**src/rtl/dic_load_ctrl_pkg.sv**
```systemverilog
// Shared types and constants for the digital-clock load controller.
// Latency: n/a (declarations only).
// Backpressure: n/a.
// Contents: FSM state enum, ASCII codes for control keys and digit bounds.
package dic_pkg;

   typedef enum logic [2:0] {
      IDLE  = 3'd0,
      LD_MT = 3'd1,
      LD_MO = 3'd2,
      LD_ST = 3'd3,
      LD_SO = 3'd4
   } dicState_t;

   localparam logic [7:0] ASCII_ESC  = 8'h1B;
   localparam logic [7:0] ASCII_0    = 8'h30;
   localparam logic [7:0] ASCII_5    = 8'h35;
   localparam logic [7:0] ASCII_9    = 8'h39;
   localparam logic [7:0] ASCII_G_LO = 8'h67;
   localparam logic [7:0] ASCII_G_UP = 8'h47;
   localparam logic [7:0] ASCII_S_LO = 8'h73;
   localparam logic [7:0] ASCII_S_UP = 8'h53;
   localparam logic [7:0] ASCII_N_LO = 8'h6E;
   localparam logic [7:0] ASCII_N_UP = 8'h4E;
   localparam logic [7:0] ASCII_L_LO = 8'h6C;
   localparam logic [7:0] ASCII_L_UP = 8'h4C;

endpackage

```
**src/rtl/dic_load_ctrl_if.sv**
```systemverilog
// Key-stream input and clock-datapath command bundle for dic_load_ctrl.
// Latency: n/a (wiring only).
// Backpressure: none; the receiver strobes characters and the controller always accepts.
// Ports: i_rx_data/i_rx_valid/i_oneSecStrb toward the controller; o_* commands from it.
interface dic_load_ctrl_if;

   logic [7:0] i_rx_data;
   logic       i_rx_valid;
   logic       i_oneSecStrb;
   logic       o_ldMtens;
   logic       o_ldMones;
   logic       o_ldStens;
   logic       o_ldSones;
   logic [3:0] o_ld_num;
   logic       o_dicRun;
   logic       o_dicSelectLEDdisp;
   logic       o_loading;
   logic       o_err;

   // Key source / clock datapath side.
   modport master (
      output i_rx_data, i_rx_valid, i_oneSecStrb,
      input  o_ldMtens, o_ldMones, o_ldStens, o_ldSones, o_ld_num,
      input  o_dicRun, o_dicSelectLEDdisp, o_loading, o_err
   );

   // Controller side.
   modport slave (
      input  i_rx_data, i_rx_valid, i_oneSecStrb,
      output o_ldMtens, o_ldMones, o_ldStens, o_ldSones, o_ld_num,
      output o_dicRun, o_dicSelectLEDdisp, o_loading, o_err
   );

endinterface

```
**src/rtl/dic_load_ctrl_timeout_cnt.sv**
```systemverilog
// 4-bit saturating inactivity counter; expired while count equals TIMEOUT_SEC.
// Latency: count updates one cycle after clr/inc; expired follows the registered count.
// Backpressure: none.
// Ports: clk, rst (sync, active-high), clr (wins over inc), inc, expired.
module dic_timeout_cnt #(
   parameter int unsigned TIMEOUT_SEC = 10
) (
   input  logic clk,
   input  logic rst,
   input  logic clr,
   input  logic inc,
   output logic expired
);

   localparam logic [3:0] LIMIT = 4'(TIMEOUT_SEC);

   logic [3:0] count;

   always_ff @(posedge clk) begin
      if (rst || clr) begin
         count <= '0;
      end else if (inc && count != 4'hF) begin
         count <= count + 4'd1;
      end
   end

   assign expired = (count == LIMIT);

endmodule

```
**src/rtl/dic_load_ctrl.sv**
```systemverilog
// Turns a received ASCII key stream into MM:SS digit-load strobes, run/freeze and LED-select pulses.
// Latency: every output is registered, responding one cycle after the i_rx_valid cycle.
// Backpressure: none; a character is processed on every cycle i_rx_valid is high.
// Ports: clk, rst (sync, active-high), bus (dic_load_ctrl_if.slave).
module dic_load_ctrl
   import dic_pkg::*;
#(
   parameter int unsigned TIMEOUT_SEC = 10
) (
   input  logic             clk,
   input  logic             rst,
   dic_load_ctrl_if.slave   bus
);

   dicState_t  state;
   logic       savedRun;
   logic       ldMtens, ldMones, ldStens, ldSones;
   logic [3:0] ldNum;
   logic       dicRun, selLed, loading, err;
   logic       expired;
   logic       isDigit05, isDigit09, digitOk;

   // Any key while loading restarts the inactivity window; in IDLE the
   // counter is held clear so that entering LD_MT starts from zero.
   dic_timeout_cnt #(.TIMEOUT_SEC(TIMEOUT_SEC)) uTimeout (
      .clk     (clk),
      .rst     (rst),
      .clr     (bus.i_rx_valid || state == IDLE),
      .inc     (bus.i_oneSecStrb && state != IDLE),
      .expired (expired)
   );

   // Tens positions accept 0..5, ones positions 0..9.
   assign isDigit09 = (bus.i_rx_data >= ASCII_0) && (bus.i_rx_data <= ASCII_9);
   assign isDigit05 = (bus.i_rx_data >= ASCII_0) && (bus.i_rx_data <= ASCII_5);
   assign digitOk   = (state == LD_MT || state == LD_ST) ? isDigit05 : isDigit09;

   always_ff @(posedge clk) begin
      // Pulse outputs default low every cycle.
      ldMtens <= 1'b0;
      ldMones <= 1'b0;
      ldStens <= 1'b0;
      ldSones <= 1'b0;
      ldNum   <= 4'd0;
      selLed  <= 1'b0;
      err     <= 1'b0;
      if (rst) begin
         state    <= IDLE;
         savedRun <= 1'b0;
         dicRun   <= 1'b0;
         loading  <= 1'b0;
      end else begin
         case (state)
            IDLE: begin
               if (bus.i_rx_valid) begin
                  if (bus.i_rx_data == ASCII_G_LO || bus.i_rx_data == ASCII_G_UP) begin
                     dicRun <= 1'b1;
                  end else if (bus.i_rx_data == ASCII_S_LO || bus.i_rx_data == ASCII_S_UP) begin
                     dicRun <= 1'b0;
                  end else if (bus.i_rx_data == ASCII_N_LO || bus.i_rx_data == ASCII_N_UP) begin
                     selLed <= 1'b1;
                  end else if (bus.i_rx_data == ASCII_L_LO || bus.i_rx_data == ASCII_L_UP) begin
                     savedRun <= dicRun;
                     dicRun   <= 1'b0;
                     loading  <= 1'b1;
                     state    <= LD_MT;
                  end
               end
            end
            LD_MT, LD_MO, LD_ST, LD_SO: begin
               // A key in the same cycle as expiry wins over the timeout.
               if (bus.i_rx_valid) begin
                  if (bus.i_rx_data == ASCII_ESC) begin
                     dicRun  <= savedRun;
                     loading <= 1'b0;
                     state   <= IDLE;
                  end else if (digitOk) begin
                     ldNum <= 4'(bus.i_rx_data - ASCII_0);
                     case (state)
                        LD_MT: begin ldMtens <= 1'b1; state <= LD_MO; end
                        LD_MO: begin ldMones <= 1'b1; state <= LD_ST; end
                        LD_ST: begin ldStens <= 1'b1; state <= LD_SO; end
                        default: begin
                           ldSones <= 1'b1;
                           dicRun  <= 1'b1;
                           loading <= 1'b0;
                           state   <= IDLE;
                        end
                     endcase
                  end else begin
                     err <= 1'b1;
                  end
               end else if (expired) begin
                  dicRun  <= savedRun;
                  loading <= 1'b0;
                  err     <= 1'b1;
                  state   <= IDLE;
               end
            end
            default: begin
               state   <= IDLE;
               dicRun  <= 1'b0;
               loading <= 1'b0;
            end
         endcase
      end
   end

   assign bus.o_ldMtens          = ldMtens;
   assign bus.o_ldMones          = ldMones;
   assign bus.o_ldStens          = ldStens;
   assign bus.o_ldSones          = ldSones;
   assign bus.o_ld_num           = ldNum;
   assign bus.o_dicRun           = dicRun;
   assign bus.o_dicSelectLEDdisp = selLed;
   assign bus.o_loading          = loading;
   assign bus.o_err              = err;

endmodule

```
**src/flat_wrapper.sv**
```systemverilog
// flat-port wrapper written by rule: the top's interface ports become plain ports
module dic_load_ctrl_flat import dic_pkg::*;
#(
   parameter int unsigned TIMEOUT_SEC = 10
)
  (clk, rst, bus_i_rx_data, bus_i_rx_valid, bus_i_oneSecStrb, bus_o_ldMtens, bus_o_ldMones, bus_o_ldStens, bus_o_ldSones, bus_o_ld_num, bus_o_dicRun, bus_o_dicSelectLEDdisp, bus_o_loading, bus_o_err);
  dic_load_ctrl_if bus_i ();
  input  logic clk;
  input  logic rst;
  input wire logic [$bits(bus_i.i_rx_data)-1:0] bus_i_rx_data;
  input wire logic [$bits(bus_i.i_rx_valid)-1:0] bus_i_rx_valid;
  input wire logic [$bits(bus_i.i_oneSecStrb)-1:0] bus_i_oneSecStrb;
  output wire logic [$bits(bus_i.o_ldMtens)-1:0] bus_o_ldMtens;
  output wire logic [$bits(bus_i.o_ldMones)-1:0] bus_o_ldMones;
  output wire logic [$bits(bus_i.o_ldStens)-1:0] bus_o_ldStens;
  output wire logic [$bits(bus_i.o_ldSones)-1:0] bus_o_ldSones;
  output wire logic [$bits(bus_i.o_ld_num)-1:0] bus_o_ld_num;
  output wire logic [$bits(bus_i.o_dicRun)-1:0] bus_o_dicRun;
  output wire logic [$bits(bus_i.o_dicSelectLEDdisp)-1:0] bus_o_dicSelectLEDdisp;
  output wire logic [$bits(bus_i.o_loading)-1:0] bus_o_loading;
  output wire logic [$bits(bus_i.o_err)-1:0] bus_o_err;
  assign bus_i.i_rx_data = bus_i_rx_data;
  assign bus_i.i_rx_valid = bus_i_rx_valid;
  assign bus_i.i_oneSecStrb = bus_i_oneSecStrb;
  assign bus_o_ldMtens = bus_i.o_ldMtens;
  assign bus_o_ldMones = bus_i.o_ldMones;
  assign bus_o_ldStens = bus_i.o_ldStens;
  assign bus_o_ldSones = bus_i.o_ldSones;
  assign bus_o_ld_num = bus_i.o_ld_num;
  assign bus_o_dicRun = bus_i.o_dicRun;
  assign bus_o_dicSelectLEDdisp = bus_i.o_dicSelectLEDdisp;
  assign bus_o_loading = bus_i.o_loading;
  assign bus_o_err = bus_i.o_err;
  dic_load_ctrl #(.TIMEOUT_SEC(TIMEOUT_SEC)) u_core (.clk(clk), .rst(rst), .bus(bus_i));
endmodule
```
**config.mk**
```make
export PLATFORM = sky130hd
export DESIGN_NAME = dic_load_ctrl_flat
export DESIGN_NICKNAME = d
export VERILOG_FILES = /design/src/rtl/dic_load_ctrl_pkg.sv /design/src/rtl/dic_load_ctrl_if.sv /design/src/rtl/dic_load_ctrl_timeout_cnt.sv /design/src/rtl/dic_load_ctrl.sv /design/src/flat_wrapper.sv
export SDC_FILE = /design/constraint.sdc
export NUM_CORES = 1
export LEC_CHECK = 0
export BUFFER_PORTS_ARGS = -buffer_cell sky130_fd_sc_hd__buf_2
export CORE_AREA = 2 2 55 52
export DETAILED_ROUTE_END_ITERATION = 16
export DIE_AREA = 0 0 57 54
export PLACE_DENSITY = 0.68
export SLEW_MARGIN = 20
export SYNTH_ARGS = -nofsm -noshare
export SYNTH_HDL_FRONTEND = slang
export SYNTH_SLANG_ARGS = --single-unit
```
**constraint.sdc**
```tcl
create_clock -name clk -period 3.2 [get_ports clk]
set_input_delay 0.48 -clock clk [delete_from_list [all_inputs] [get_ports clk]]
set_output_delay 0.48 -clock clk [all_outputs]
set_load 0.01 [all_outputs]
```
### After elaboration in Yosys (flattened, before gate mapping)

Index checks and enable logic that the tools add are counted.

| storage, ports and cells | value |
|---|---|
| register bits | 20 |
| output and inout port bits | 12 |

| cells by class | value |
|---|---|
| multiplexer cells | 43 |
| equal/unequal tests | 25 |
| magnitude comparators | 3 |
| bitwise logic cells | 7 |
| reductions and logical operators | 22 |
| add/sub/neg operators | 2 |

Operators with widths:

| operator | number |
|---|---|
| 8-bit by 7-bit == test with 1-bit output (second input constant) | 8 |
| 1-bit 2-to-1 mux | 30 |
| 3-bit 2-to-1 mux | 9 |
| 8-bit by 6-bit less-or-equal comparator with 1-bit output (second input constant) | 2 |
| 4-bit inequality test (second input constant) | 3 |
| 6-bit AND reduction | 2 |
| 2-bit inequality test (second input constant) | 5 |
| 5-bit OR reduction | 2 |
| 3-bit one-hot mux with 3 select lines | 1 |
| 8-bit by 5-bit == test with 1-bit output (second input constant) | 1 |
| 8-bit by 6-bit greater-or-equal comparator with 1-bit output (second input constant) | 1 |
| 8-bit AND reduction | 1 |
| 1-bit logical OR | 7 |
| 1-bit NOT | 7 |
| 7-bit AND reduction | 1 |
| 3-bit by 2-bit == test with 1-bit output (second input constant) | 2 |
| 3-bit one-hot mux with 2 select lines | 1 |
| 4-bit by 1-bit adder with 4-bit output (second input constant) | 1 |
| 4-bit == test (second input constant) | 1 |
| 1-bit logical AND | 4 |
| 4-bit by 2-bit inequality test with 1-bit output (second input constant) | 1 |
| 4-bit by 3-bit inequality test with 1-bit output (second input constant) | 1 |
| 1-bit one-hot mux with 2 select lines | 2 |
| 4-bit OR reduction | 1 |
| 8 further kinds | 8 |

### Longest topological paths before layout

| logic depth | value |
|---|---|
| depth after elaboration | 8 |
| depth in mapped cells | 7 |

### By module

Synthesis repeated with hierarchy kept, for this count alone.

| unflattened totals | value |
|---|---|
| cell total of the unflattened synthesis | 128 |
| area, all modules | 1176.1 um^2 |

By module, submodules not included:

| module | seq. area each (um^2) | area each (um^2) | cells an instance | instances |
|---|---|---|---|---|
| dic_load_ctrl | 320.3 | 958.4 | 103 | 1 |
| dic_timeout_cnt | 80.1 | 217.7 | 25 | 1 |

### Least setup slack after synthesis

Ideal clock, no wire load.

| timing path | value |
|---|---|
| path kind | in2reg |
| start point | input bus_i_rx_data[2] |
| end point | register u_core.state[1] |
| stages | 7 |
| setup time | 0.117 ns |
| arrival | 1.708 ns |
| path slack | 1.375 ns |
| cell sequence | buf_2 -> o21ai_1 -> and3_1 -> nor3_2 -> o31ai_4 -> o31ai_1 -> a32o_1 |

| on the way | value |
|---|---|
| cells in the longest elaborated chain, start to end | 5 |
| elaborated cells on any way between the ends | 28 |
| those cells by class | order compare (3); eq/ne (14); mux (4); reduce/logical (7) |

RTL lines:

| item | RTL line | text |
|---|---|---|
| start, declared | flat_wrapper.sv:10 | `input wire logic [$bits(bus_i.i_rx_data)-1:0] bus_i_rx_data;` |
| 8-bit by 6-bit greater-or-equal comparator with 1-bit output (tied with other cells) | dic_load_ctrl.sv:34, dic_load_ctrl.sv:35 |  |
| 1-bit logical AND, on equally long branches | dic_load_ctrl.sv:34, dic_load_ctrl.sv:35 |  |
| 1-bit 2-to-1 mux | dic_load_ctrl.sv:36 | `assign digitOk = (state == LD_MT \|\| state == LD_ST) ? isDigit05 : isDigit09;` |
| 4-bit by 2-bit inequality test with 1-bit output (no line) | - |  |
| 7-bit AND reduction (no line) | - |  |
| end signal, assigned | dic_load_ctrl.sv:48 | `state <= IDLE;` |
| end signal, assigned | dic_load_ctrl.sv:66 | `state <= LD_MT;` |
| end signal, assigned | dic_load_ctrl.sv:76 | `state <= IDLE;` |
| end, declared | dic_load_ctrl.sv:15 | `dicState_t state;` |

Parallel ways exist; a longest one is shown, timed or not.
A chain may end at the register's enable or synchronous reset.

### Worst setup path after layout

| timing path | value |
|---|---|
| start point | register u_core.state[2] |
| end point | register u_core.state[1] |

| on the way | value |
|---|---|
| cells in the longest elaborated chain, start to end | 6 |
| elaborated cells on any way between the ends | 21 |
| those cells by class | eq/ne (11); mux (6); reduce/logical (4) |

RTL lines:

| item | RTL line | text |
|---|---|---|
| 3-bit by 2-bit == test with 1-bit output (tied with other cells) | dic_load_ctrl.sv:36, dic_load_ctrl.sv:53, dic_load_ctrl.sv:79 |  |
| 3-bit one-hot mux with 3 select lines | dic_load_ctrl.sv:79 | `case (state)` |
| 3-bit 2-to-1 mux | dic_load_ctrl.sv:77 | `end else if (digitOk) begin` |
| 3-bit 2-to-1 mux | dic_load_ctrl.sv:73 | `if (bus.i_rx_data == ASCII_ESC) begin` |
| 3-bit 2-to-1 mux | dic_load_ctrl.sv:72 | `if (bus.i_rx_valid) begin` |
| 3-bit one-hot mux with 2 select lines | dic_load_ctrl.sv:53 | `case (state)` |

Parallel ways exist; a longest one is shown, timed or not. The select of a mux whose other input is x is not followed.

==> results_dict.tcl <==
set metrics [dict create \
    power.total_uw 434 \
    start_util_pct 42.3 \
    layout.cells.non_filler 166 \
    cts.sinks 20 \
    synth-simple-area-share_pct 29.8 \
    grt_pass1_vias 789 \
    synth_enable_flop_cells 0 \
    num_io_pins 24 \
    layout_setup_ws_ns 1.16 \
    synth_ff_type "dfxtp_1" \
    syn_nets 130 \
    synth_cell_types 46 \
    powerDensity_mw_per_mm2 351 \
    ys_seq_area_share_pct 36.9 \
    cts_buffer_depth 2 \
    grt-ovfl-total 0 \
    muxShareOfSynthArea_pct 3.69 \
    finalCritPeriodShare_pct 63.7 \
    path_class "reg2reg" \
    tns_ns 0 \
    synth_seq_cells 20 \
    drive_above_1_share_pct 26.5 \
    required_ns 3.40 \
    die_w_um 57 \
    synth-xor-area-share_pct 4.84 \
    h-tree-depth 1 \
    ys_warn_count 0 \
    hold_buffers 0 \
    p_comb_share_pct 9.5 \
    intPower_uw 334 \
    worst_pin_slew_ns 0.505 \
    hold_viol 0 \
    cts_tree "yes" \
    rsz0062_at_grt "false" \
    cpPeakStageDelay_ns 0.62 \
    totalWireLength_mm 2.22 \
    grt_pass1_wl_mm 3.51 \
    area_delta_synth_final_pct 14.0 \
    vias_per_cell 5.54 \
    holdWs_ns 0.461 \
    multiInputGateArea_um2 632 \
    critPathSlowestCell "dfxtp_1" \
    synth_top_family_by_area "simple AND/OR/NAND/NOR gates" \
    n_antenna_cell 0 \
    fin_skew_ns 0.00573 \
    seqCellArea_um2 400 \
    dieArea_mm2 0.00308 \
    dp.cells 162 \
    slew_viol_final 0 \
    slew_headroom_pct 66.0 \
    netlist_area_mm2 0.00108 \
    syn_inst 116 \
    netSwitchingPower_uw 100 \
    synth_area_leaders "dfxtp_1 37%, o31ai_4 3.9%, nor2_1 3.8%, mux2i_1 3.7%, xnor2_1 3.2%" \
    portBuffers 23 \
    arrival_ns 2.24 \
    cts_root_buf "clkbuf_4" \
    placed_area_mm2 0.00120 \
    period_minus_slack_ns 2.04 \
    gp_congestion 0.861 \
    max_freq_mhz 491 \
    ir_drop_mv 0.218 \
    async_flop_share_pct 0 \
    crit_chain "nand2b_1 > and3_1 > nor3_2 > o31ai_4 > o31ai_1 > a32o_1" \
    synth_common_cells "20 x dfxtp_1, 11 x nor2_1" \
    endpoint_kind "flop" \
    p_leak_nw 0.504 \
    setup_viol_count_final 0 \
    synth_top_cell_area_share_pct 36.9 \
    status "finished clean" \
    maxCapViolCount 0 \
    vias 919 \
    cp-start-kind "flop" \
    drtIter0Drc 27 \
    pwr-share-clk_pct 33.1 \
    synthMostInstantiatedCell "dfxtp_1" \
    drc 0 \
    grt_max_degree 15 \
    synth_adder_area_share_pct 2.31 \
    grtUsageTotal_pct 14.9 \
    synth_compound_area_share_pct 17.6 \
    rows 18 \
    dp_hpwl_mm 1.70 \
    routedWlPerCell_um 13.4 \
    postLayoutCoreUtil_pct 48.1 \
    fillers 256 \
    final_nets 151 \
    seq_power_share_pct 57.5 \
    postRouteAntennaNets 0 \
    crit_fanout 14 \
    die_h_um 54 \
    cts_made_buffers 3 \
    drtPass1Iterations 4 \
    fin_area_mm2 0.00124 \
    antenna_found_initial 0 \
    hold_class "in2reg" \
    clock_latency_ns 0.29 \
    yosys.area.top_type "dfxtp_1" \
    cts_resized 0 \
    coreArea_mm2 0.00257 \
    synth_area_per_cell_um2 9.35 \
    dp_slack_ns 1.12 \
    cts.clk_slew.worst_paths_ns 0.11 \
    post-cts-setup-buffers 0 \
    p_sw_share_pct 23.0 \
]
cell families after synthesis:
group                    count (synthesis)
multiplexers                             4
XOR/XNOR                                 6
adder cells (fa/ha/maj)                  2
buffers and inverters                   11
AND/OR/NAND/NOR                         51
flip-flops                              20
AO/OA/AOI/OAI                           22
power groups by stage:
stage | Clock, mW | Sequential, mW | Combinational, mW
3_3_place_gp | 0 | 0.255 | 0.0402
6_report | 0.143 | 0.249 | 0.0411
2_1_floorplan | 0 | 0.255 | 0.0266
5_1_grt | 0.164 | 0.250 | 0.0450
3_5_place_dp | 0 | 0.255 | 0.0408
4_1_cts | 0.152 | 0.249 | 0.0410
worst paths after layout:
path,from,endpoint,slack (ns),cells after the start
setup / recovery,u_core.state[2],u_core.state[1],1.16,6
hold / removal,bus_i_rx_data[6],u_core.bus.o_dicSelectLEDdisp,0.46,3
setup reg to reg,u_core.state[2],u_core.state[1],1.16,6
hold reg to reg,u_core.savedRun,u_core.savedRun,0.51,2
routing by layer:
| metal | up-vias | wire [µm] | global-route usage [%] | share of wire, % |
|---|---|---|---|---|
| met2 | 24 | 1070 | 25.3 | 48 |
| met3 | 2 | 122 | 2.88 | 5.5 |
| met1 | 437 | 1020 | 19.2 | 46 |
| li1 | 456 | - | - | - |
| met4 | 0 | 13 | 4.65 | 0.58 |
| met5 | - | 0 | 0 | 0 |
critical path: cells and delay by family, from the launching register on:
family,cells,cell delay (ns)
compound gates,3,0.81
flops,1,0.62
simple gates,3,0.51
state kept, by name, summed over array words and instances (netlist names):
signal                         cells
u_core.bus.o_ld_num                4
u_core.uTimeout.count              4
u_core.state                       3
u_core.bus.o_dicRun                1
u_core.bus.o_dicSelectLEDdisp      1
u_core.bus.o_err                   1
u_core.bus.o_ldMones               1
u_core.bus.o_ldMtens               1
u_core.bus.o_ldSones               1
u_core.bus.o_ldStens               1
u_core.bus.o_loading               1
u_core.savedRun                    1
placed cells by master, fill, tap and decap left out, types with 4 or more instances in the layout:
master,synthesis,final
buf_2,3,23
dfxtp_1,20,20
nor2_1,11,11
inv_1,4,4
nand2_1,4,4
xnor2_1,4,4
nor4_1,4,4
mux2i_1,4,4
and2_1,4,4
area by class of cell:
cell class	count	area share, %
Clock buffer	4	2.94
Sequential cell	20	32.4
Inverter	4	1.21
Multi-Input combinational cell	85	51.1
Tap cell	30	3.04
Timing Repair Buffer	23	9.31
Note: power is estimated with default switching activity, not from simulation.
